<file path="config.mk">
export PLATFORM = sky130hd
export DESIGN_NAME = seq_shift_add_multiplier
export DESIGN_NICKNAME = d
export VERILOG_FILES = /design/src/rtl/mult_pkg.sv /design/src/rtl/mult_addsub.sv /design/src/rtl/seq_shift_add_multiplier.sv
export SDC_FILE = /design/constraint.sdc
export NUM_CORES = 1
export LEC_CHECK = 0
export ABC_CLOCK_PERIOD_IN_PS = 2720
export CAP_MARGIN = 10
export CORE_ASPECT_RATIO = 0.9
export CORE_MARGIN = 1.5
export CORE_UTILIZATION = 29
export CTS_CLUSTER_SIZE = 12
export DETAILED_ROUTE_END_ITERATION = 10
export SYNTH_ARGS = -nofsm -noshare
export SYNTH_HDL_FRONTEND = slang
export SYNTH_HIERARCHICAL = 1
export SYNTH_SLANG_ARGS = --single-unit
</file>
<file path="constraint.sdc">
create_clock -name clk -period 2.72 [get_ports clk]
set_input_delay 0.272 -clock clk [delete_from_list [all_inputs] [get_ports clk]]
set_output_delay 0.272 -clock clk [all_outputs]
set_load 0.02 [all_outputs]
</file>
<file path="src/rtl/mult_pkg.sv">
`default_nettype none
// ============================================================================
// Module      : mult_pkg
// Description : Shared definitions for the sequential shift-add multiplier:
//               FSM state encoding and the iteration-counter width helper.
// Revision    : 1.0 - initial release
// ============================================================================
package mult_pkg;

    // FSM state encoding, explicit 2-bit width.
    typedef enum logic [1:0] {
        ST_IDLE = 2'd0,
        ST_RUN  = 2'd1,
        ST_DONE = 2'd2
    } state_t;

    // Iteration counter width for an N-iteration multiply: clog2(N),
    // never less than one bit so the counter always exists.
    function automatic int cnt_width(input int n);
        return (n > 2) ? $clog2(n) : 1;
    endfunction

    // Counter width for the default configuration (N = 4).
    localparam int c_default_cnt_w = cnt_width(4);

endpackage : mult_pkg
`default_nettype wire

</file>
<file path="src/rtl/mult_addsub.sv">
`default_nettype none
// ============================================================================
// Module      : mult_addsub
// Description : W-bit adder/subtractor used by the multiplier datapath.
//               Result wraps modulo 2**W; the caller sizes W so the
//               partial-product sum never overflows.
// Ports       : i_a   [W-1:0]  minuend / first addend (accumulator)
//               i_b   [W-1:0]  subtrahend / second addend (multiplicand)
//               i_sub          1 = i_a - i_b, 0 = i_a + i_b
//               o_y   [W-1:0]  result
// Revision    : 1.0 - initial release
// ============================================================================
module mult_addsub #(
    parameter int W = 5
) (
    input  logic [W-1:0] i_a,
    input  logic [W-1:0] i_b,
    input  logic         i_sub,
    output logic [W-1:0] o_y
);

    assign o_y = i_sub ? (i_a - i_b) : (i_a + i_b);

endmodule : mult_addsub
`default_nettype wire

</file>
<file path="src/rtl/seq_shift_add_multiplier.sv">
`default_nettype none
// ============================================================================
// Module      : seq_shift_add_multiplier
// Description : Sequential shift-and-add multiplier, one multiplier bit per
//               clock, unsigned or two's-complement operands. Fixed latency
//               of N clocks from the accepted start to the done pulse.
// Ports       : clk          clock, rising-edge
//               rst          asynchronous reset, active low
//               start        begin a multiply (accepted in IDLE or DONE)
//               signed_mode  1 = two's complement, 0 = unsigned
//               a   [M-1:0]  multiplicand
//               b   [N-1:0]  multiplier
//               busy         high while iterating
//               done         one-cycle pulse when product updates
//               product [M+N-1:0] result, held until the next done
// Revision    : 1.0 - initial release
// ============================================================================
module seq_shift_add_multiplier
    import mult_pkg::*;
#(
    parameter int M = 4,
    parameter int N = 4
) (
    input  logic             clk,
    input  logic             rst,
    input  logic             start,
    input  logic             signed_mode,
    input  logic [M-1:0]     a,
    input  logic [N-1:0]     b,
    output logic             busy,
    output logic             done,
    output logic [M+N-1:0]   product
);

    localparam int                c_cnt_w = cnt_width(N);
    localparam logic [c_cnt_w-1:0] c_last  = c_cnt_w'(N - 1);
    localparam logic [c_cnt_w-1:0] c_one   = c_cnt_w'(1);

    // ------------------------------------------------------------------
    // State
    // ------------------------------------------------------------------
    state_t              r_state;
    logic [M:0]          r_acc;      // upper partial product, one guard bit
    logic [N-1:0]        r_mplier;   // multiplier, shifted out LSB-first
    logic [M-1:0]        r_mcand;
    logic                r_signed;
    logic [c_cnt_w-1:0]  r_cnt;
    logic                r_busy;
    logic                r_done;
    logic [M+N-1:0]      r_product;

    // ------------------------------------------------------------------
    // Datapath
    // ------------------------------------------------------------------
    logic [M:0]   w_mcand_ext;
    logic [M:0]   w_addend;
    logic         w_last;
    logic         w_sub;
    logic [M:0]   w_sum;
    logic         w_fill;
    logic [M:0]   w_acc_nxt;
    logic [N-1:0] w_mpl_nxt;

    // Guard bit: sign copy in signed mode, zero otherwise.
    assign w_mcand_ext = {r_signed & r_mcand[M-1], r_mcand};

    // A zero addend turns a "no add" iteration into acc + 0.
    assign w_addend = r_mplier[0] ? w_mcand_ext : '0;

    assign w_last = (r_cnt == c_last);

    // In two's complement the multiplier MSB carries weight -2**(N-1),
    // so its partial product is subtracted. On the last iteration the
    // register LSB holds that original MSB.
    assign w_sub = r_signed & w_last & r_mplier[0];

    mult_addsub #(
        .W (M + 1)
    ) u_addsub (
        .i_a   (r_acc),
        .i_b   (w_addend),
        .i_sub (w_sub),
        .o_y   (w_sum)
    );

    // Right shift of {sum, multiplier}: arithmetic when signed, logical
    // otherwise. Unsigned sums never exceed M+1 bits because the guard
    // bit is always zero after the previous shift.
    assign w_fill    = r_signed & w_sum[M];
    assign w_acc_nxt = {w_fill, w_sum[M:1]};
    assign w_mpl_nxt = {w_sum[0], r_mplier[N-1:1]};

    // ------------------------------------------------------------------
    // Control FSM
    // ------------------------------------------------------------------
    always_ff @(posedge clk or negedge rst) begin
        if (!rst) begin
            r_state   <= ST_IDLE;
            r_acc     <= '0;
            r_mplier  <= '0;
            r_mcand   <= '0;
            r_signed  <= 1'b0;
            r_cnt     <= '0;
            r_busy    <= 1'b0;
            r_done    <= 1'b0;
            r_product <= '0;
        end else begin
            case (r_state)
                ST_IDLE, ST_DONE: begin
                    // done is a single-cycle pulse; DONE always leaves.
                    r_done <= 1'b0;
                    if (start) begin
                        r_mcand  <= a;
                        r_mplier <= b;
                        r_signed <= signed_mode;
                        r_acc    <= '0;
                        r_cnt    <= '0;
                        r_busy   <= 1'b1;
                        r_state  <= ST_RUN;
                    end else begin
                        r_state  <= ST_IDLE;
                    end
                end

                ST_RUN: begin
                    // start is deliberately ignored here.
                    r_acc    <= w_acc_nxt;
                    r_mplier <= w_mpl_nxt;
                    r_cnt    <= r_cnt + c_one;
                    if (w_last) begin
                        r_product <= {w_acc_nxt[M-1:0], w_mpl_nxt};
                        r_done    <= 1'b1;
                        r_busy    <= 1'b0;
                        r_state   <= ST_DONE;
                    end
                end

                default: begin
                    r_state <= ST_IDLE;
                    r_busy  <= 1'b0;
                    r_done  <= 1'b0;
                end
            endcase
        end
    end

    assign busy    = r_busy;
    assign done    = r_done;
    assign product = r_product;

endmodule : seq_shift_add_multiplier
`default_nettype wire

</file>
* Yosys cells after proc, flatten, opt, wreduce, memory -nomap -nowiden *
Cells that the tools add are included.

storage, ports and cells
  register bits after elaboration = 28
  input bits = 12
  output and inout bits = 10
  logic and storage cells = 44

operators by class
  add/sub/neg operators = 3
  eq/ne operators = 5
  mux-type cells = 16
  bitwise gates (word level) = 4
  reduce and logical (&&, ||, !) cells = 7

operators by type and width
  operator                                        number
  2-to-1 mux 5 bit                                3
  one-hot mux 5 bit (2 select lines)              1
  one-hot mux 2 bit (2 select lines)              2
  one-hot mux 4 bit (2 select lines)              1
  AND reduction 2 bit                             4
  adder 5 bit                                     1
  2-to-1 mux 1 bit                                5
  subtractor 5 bit                                1
  AND 1 bit                                       4
  == test 2 bit (second input constant)           2
  2-to-1 mux 2 bit                                2
  2-to-1 mux 4 bit                                1
  != test 2 bit (second input constant)           2
  adder 2 x 1 -> 2 bit (second input constant)    1
  == test 2 x 1 -> 1 bit (second input constant)  1
  zero test 2 bit                                 1
  one-hot mux 1 bit (2 select lines)              1
  nonzero test 2 bit                              1
  OR reduction 2 bit                              1

* Logic depth before layout (Yosys ltp) *
  depth after elaboration = 6
  mapped depth = 12
  gate-level depth less buffers = 12

* Cells and area by module *
Netlist, hierarchy kept.

by module, submodules not included
  module                    times used  cells each  area each (um2)
  seq_shift_add_multiplier  1           92          1,241.2
  mult_addsub               1           28          230.2

* Least setup slack after synthesis *
Ideal clock, no wire load.

  path kind = reg-to-reg
  start point = register r_cnt[0]
  end point = register r_acc[3]
  setup time = 121 ps
  arrival time = 2,306 ps
  required time = 2,599 ps
  setup slack = 293 ps
  cell stages (with the launch flop) = 10
  path buffers = 0
  path through = dfrtp_1 ha_1 and3_1 mux2i_1 fa_1 a21o_1 a21oi_1 xnor2_1 mux2_1 a22o_1

between the ends
  word-level cells in the longest chain between the ends = 5

ends and longest elaborated chain
  element                             RTL line                         RTL
  start: declaration                  seq_shift_add_multiplier.sv:47   logic [c_cnt_w-1:0] r_cnt;
  start signal: assignment            seq_shift_add_multiplier.sv:129  r_cnt <= r_cnt + c_one;
  == test 2 bit                       seq_shift_add_multiplier.sv:70   assign w_last = (r_cnt == c_last);
  AND 1 bit (2 in a row)              seq_shift_add_multiplier.sv:75   assign w_sub = r_signed & w_last & r_mplier[0];
  named net w_sub                     seq_shift_add_multiplier.sv:58   logic w_sub;
  2-to-1 mux 5 bit                    mult_addsub.sv:22                assign o_y = i_sub ? (i_a - i_b) : (i_a + i_b);
  named net w_sum[4]                  seq_shift_add_multiplier.sv:59   logic [M:0] w_sum;
  one-hot mux 5 bit (2 select lines)  seq_shift_add_multiplier.sv:108  case (r_state)
  end signal: assignment              seq_shift_add_multiplier.sv:127  r_acc <= w_acc_nxt;
  end: declaration                    seq_shift_add_multiplier.sv:43   logic [M:0] r_acc;

The timed path passes the listed nets, and every way through them passes these cells.
A chain may end at the register's enable or synchronous reset.

* Worst setup path in the final report *
Same ends and word-level chain as after synthesis.

==> parameters.txt <==
Parameter                              Value

Run status
  Outcome ... completed

Synthesis
  Unique cell type count in the Yosys netlist ... 33
  Most instantiated flip-flop cell in the synthesis netlist ... dfrtp_1
  Sequential share of the synthesized area ... 45.9%
  Synth area leader ... dfrtp_1
  Post-synth EDFFs ... 0
  Async S/R FF share, synth ... 100%
  Nets in the synthesized netlist ... 139
  Post-synthesis instance area ... 1470 sq um
  Most area-consuming cells after synthesis ... dfrtp_1, mux2_4, ha_1
  Most numerous cell types in the synthesized netlist ... dfrtp_1, mux2_4, a22o_1
  Number of flip-flops and latches in the synthesized netlist ... 27
  Yosys top cell area share ... 45.9%
  Number of cells produced by synthesis ... 120
  Cell with the most instances after synthesis ... dfrtp_1
  Syn_area_per_cell ... 12.3 sq um
  Yosys warning total ... 6

Clocking
  Worst-case clock buffer depth ... 2
  Clock transition at path regs ... 0.09 ns
  Clk sink count ... 27
  Count of H-tree levels built during CTS ... 1
  Clock tree from TritonCTS ... built
  Number of setup buffers added after CTS ... 0
  Root buffer cell ... clkbuf_8
  Number of buffers added by the clock tree synthesis step ... 3
  Worst skew pair latency ... 0.27 ns

Critical path
  Critical path launch point ... r_cnt[0]
  Crit start category ... register
  Launch point of the worst reg-to-reg path ... r_cnt[0]
  Required time reported for the critical path endpoint ... 2.88 ns
  Slowest cell delay on critical path ... 0.45 ns
  CP max FO ... 4
  Buffers and inverters on the worst path ... 0
  Cell family contributing the most delay on the critical path ... adder cells
  Worst-path cell with the longest stage delay ... fa_1
  Setup Crit Path Kind ... register to register
  Worst path arrival time ... 2.74 ns
  Crit. End Element ... register
  Critical Path, Cell by Cell ... ha_1 -> and3_2 -> mux2i_1 -> fa_1 -> a21o_1 -> a21oi_2 -> xnor2_1 -> mux2_1 -> a22o_1

Final layout
  Final nets ... 161
  Final non-filler cell total ... 206
  Share of the core filled with cells in the final layout ... 36.7%
  Number of fill cells in the layout ... 462
  P&R area growth vs syn ... 21.3%
  Antenna Cells ... 0
  Fraction of final layout cells with drive strength greater than 1 ... 17.7%

STA
  Tmin final ... 2.58 ns
  Maximum clock frequency ... 388 MHz
  Worst-case headroom to the max-slew limit ... 59.2%
  Tightest Pin Transition ... 0.610 ns
  Hold Violations, Final ... 0
  Clock Skew ... 0.00576 ns
  Final total negative setup slack ... 0 ns
  Number of endpoints failing setup at the final stage ... 0
  Total count of max-transition violations in the final report ... 0
  Worst hold slack across all endpoints ... 0.363 ns
  Share of the cycle needed by the critical path after routing ... 94.8%

GRT
  GRT Resource Usage Total ... 10.9%
  Maximum number of pins on one net before global-route repair ... 28
  Wire length of the first global-routing pass ... 4.70 mm
  Initial antenna violation count ... 0
  Residual overflow from global routing ... 0
  Via count of the first global-routing pass ... 982

Pwr
  Leakage power figure ... 0.794 nW
  Final total power ... 2.69 mW
  Worst IR Drop VDD ... 503 uV
  Total power per unit cell area ... 1500 nW/um^2

Placed design
  Count of input and output buffers ... 21
  Dpl cells ... 202
  Final weighted congestion in routability-driven placement ... 0.765
  Final HPWL DP ... 1.94 mm

Min path
  Worst hold path type ... input port to asynchronous set/reset pin

Routing
  Vias per inst ... 4.54
  Wirelength per Cell ... 13.1 um
  Antenna viol nets, final ... 0
  Pre-Repair DR Iteration Count ... 4
  Remaining DRCs ... 0
  Total Wirelength ... 2.70 mm
  Via Count ... 935
  DRT iter0 DRCs ... 42

Job
  Reported max-cap violation count ... 0

Die
  Number of primary I/O pins ... 22
  Initial core utilization ... 30.2%
  Vertical die dimension ... 70.6 um
  Core Rows ... 24
  Die Outline Area ... 5510 sq um
  Horiz. Die Dim ... 78.1 um
  Core area ... 4860 sq um
[worst register-to-register path, stage by stage, from the launching register on]
cell	delay, ns
dfrtp_1	0.42
ha_1	0.27
and3_2	0.26
mux2i_1	0.17
fa_1	0.45
a21o_1	0.19
a21oi_2	0.15
xnor2_1	0.10
mux2_1	0.29
a22o_1	0.17
[sequential cells by signal (all words and copies together), names as in the netlist]
register  flops
r_acc         5
r_mcand       4
r_cnt         2
busy          1
r_mplier      4
r_state       1
done          1
product       8
r_signed      1
[cell families after synthesis]
kind of cell             after synthesis  share of synthesized area (%)
AO/OA/AOI/OAI                         22                           10.9
XOR/XNOR                               8                           5.27
adder cells (fa/ha/maj)                7                           6.46
buffers and inverters                 11                           3.91
flip-flops                            27                           45.9
multiplexers                          22                           18.5
AND/OR/NAND/NOR                       23                           9.01
[area by class of cell]
cell class	count	area (sq um)	share of cell area, %
Clock buffer	4	45.0	2.52
Inverter	6	22.5	1.26
Multi-Input combinational cell	82	743	41.6
Sequential cell	27	676	37.8
Tap cell	65	81.3	4.56
Timing Repair Buffer	22	218	12.2
[per-stage QoR]
stage	worst slack, ns	instance area, sq um
2_1_floorplan	0.293	1470
3_3_place_gp	0.223	1740
3_5_place_dp	0.129	1740
4_1_cts	0.115	1780
5_1_grt	-0.000519	1790
6_report	0.141	1790
[repair_timing]
item                       4_1_cts  5_1_grt
setup endpoints to repair        0        2
hold endpoints to repair         0        0
resized for setup                0        2
hold buffers                     0        0
[per-layer routing]
layer	track usage [%]	vias to the layer above	wire length (um)
met3	2.71	2	72
met5	0	-	0
li1	-	464	-
met2	17.6	16	1220
met4	2.98	0	24
met1	14.7	453	1380
[final timing paths]
kind,cells past startpoint,slack (ns),endpoint
worst max-delay path,9,0.14,r_acc[3]
worst min-delay path,2,0.36,product[6]
worst max register to register,9,0.14,r_acc[3]
worst min register to register,1,0.50,r_mcand[2]
max in group asynchronous,2,2.09,product[7]
min in group clk,1,0.50,r_mcand[2]
[placed cells by master (no fill, tap or decap), types with 4 or more instances in the layout]
cell type	synthesis	layout
a21oi_1	5	4
a22o_1	7	7
and2_1	4	4
clkdlybuf4s50_1	0	21
dfrtp_1	27	27
ha_1	6	6
inv_1	5	5
mux2_1	5	5
mux2_2	5	5
mux2_4	8	8
mux2i_1	4	4
nor2_1	6	6
xnor2_1	6	6
[power by group]
part	total [mW]	switching (mW)	internal [mW]
logic	1.65	0.720	0.930
clock network	0.227	0.122	0.105
registers	0.808	0.200	0.609
Note: power is estimated with default switching activity, not from simulation.
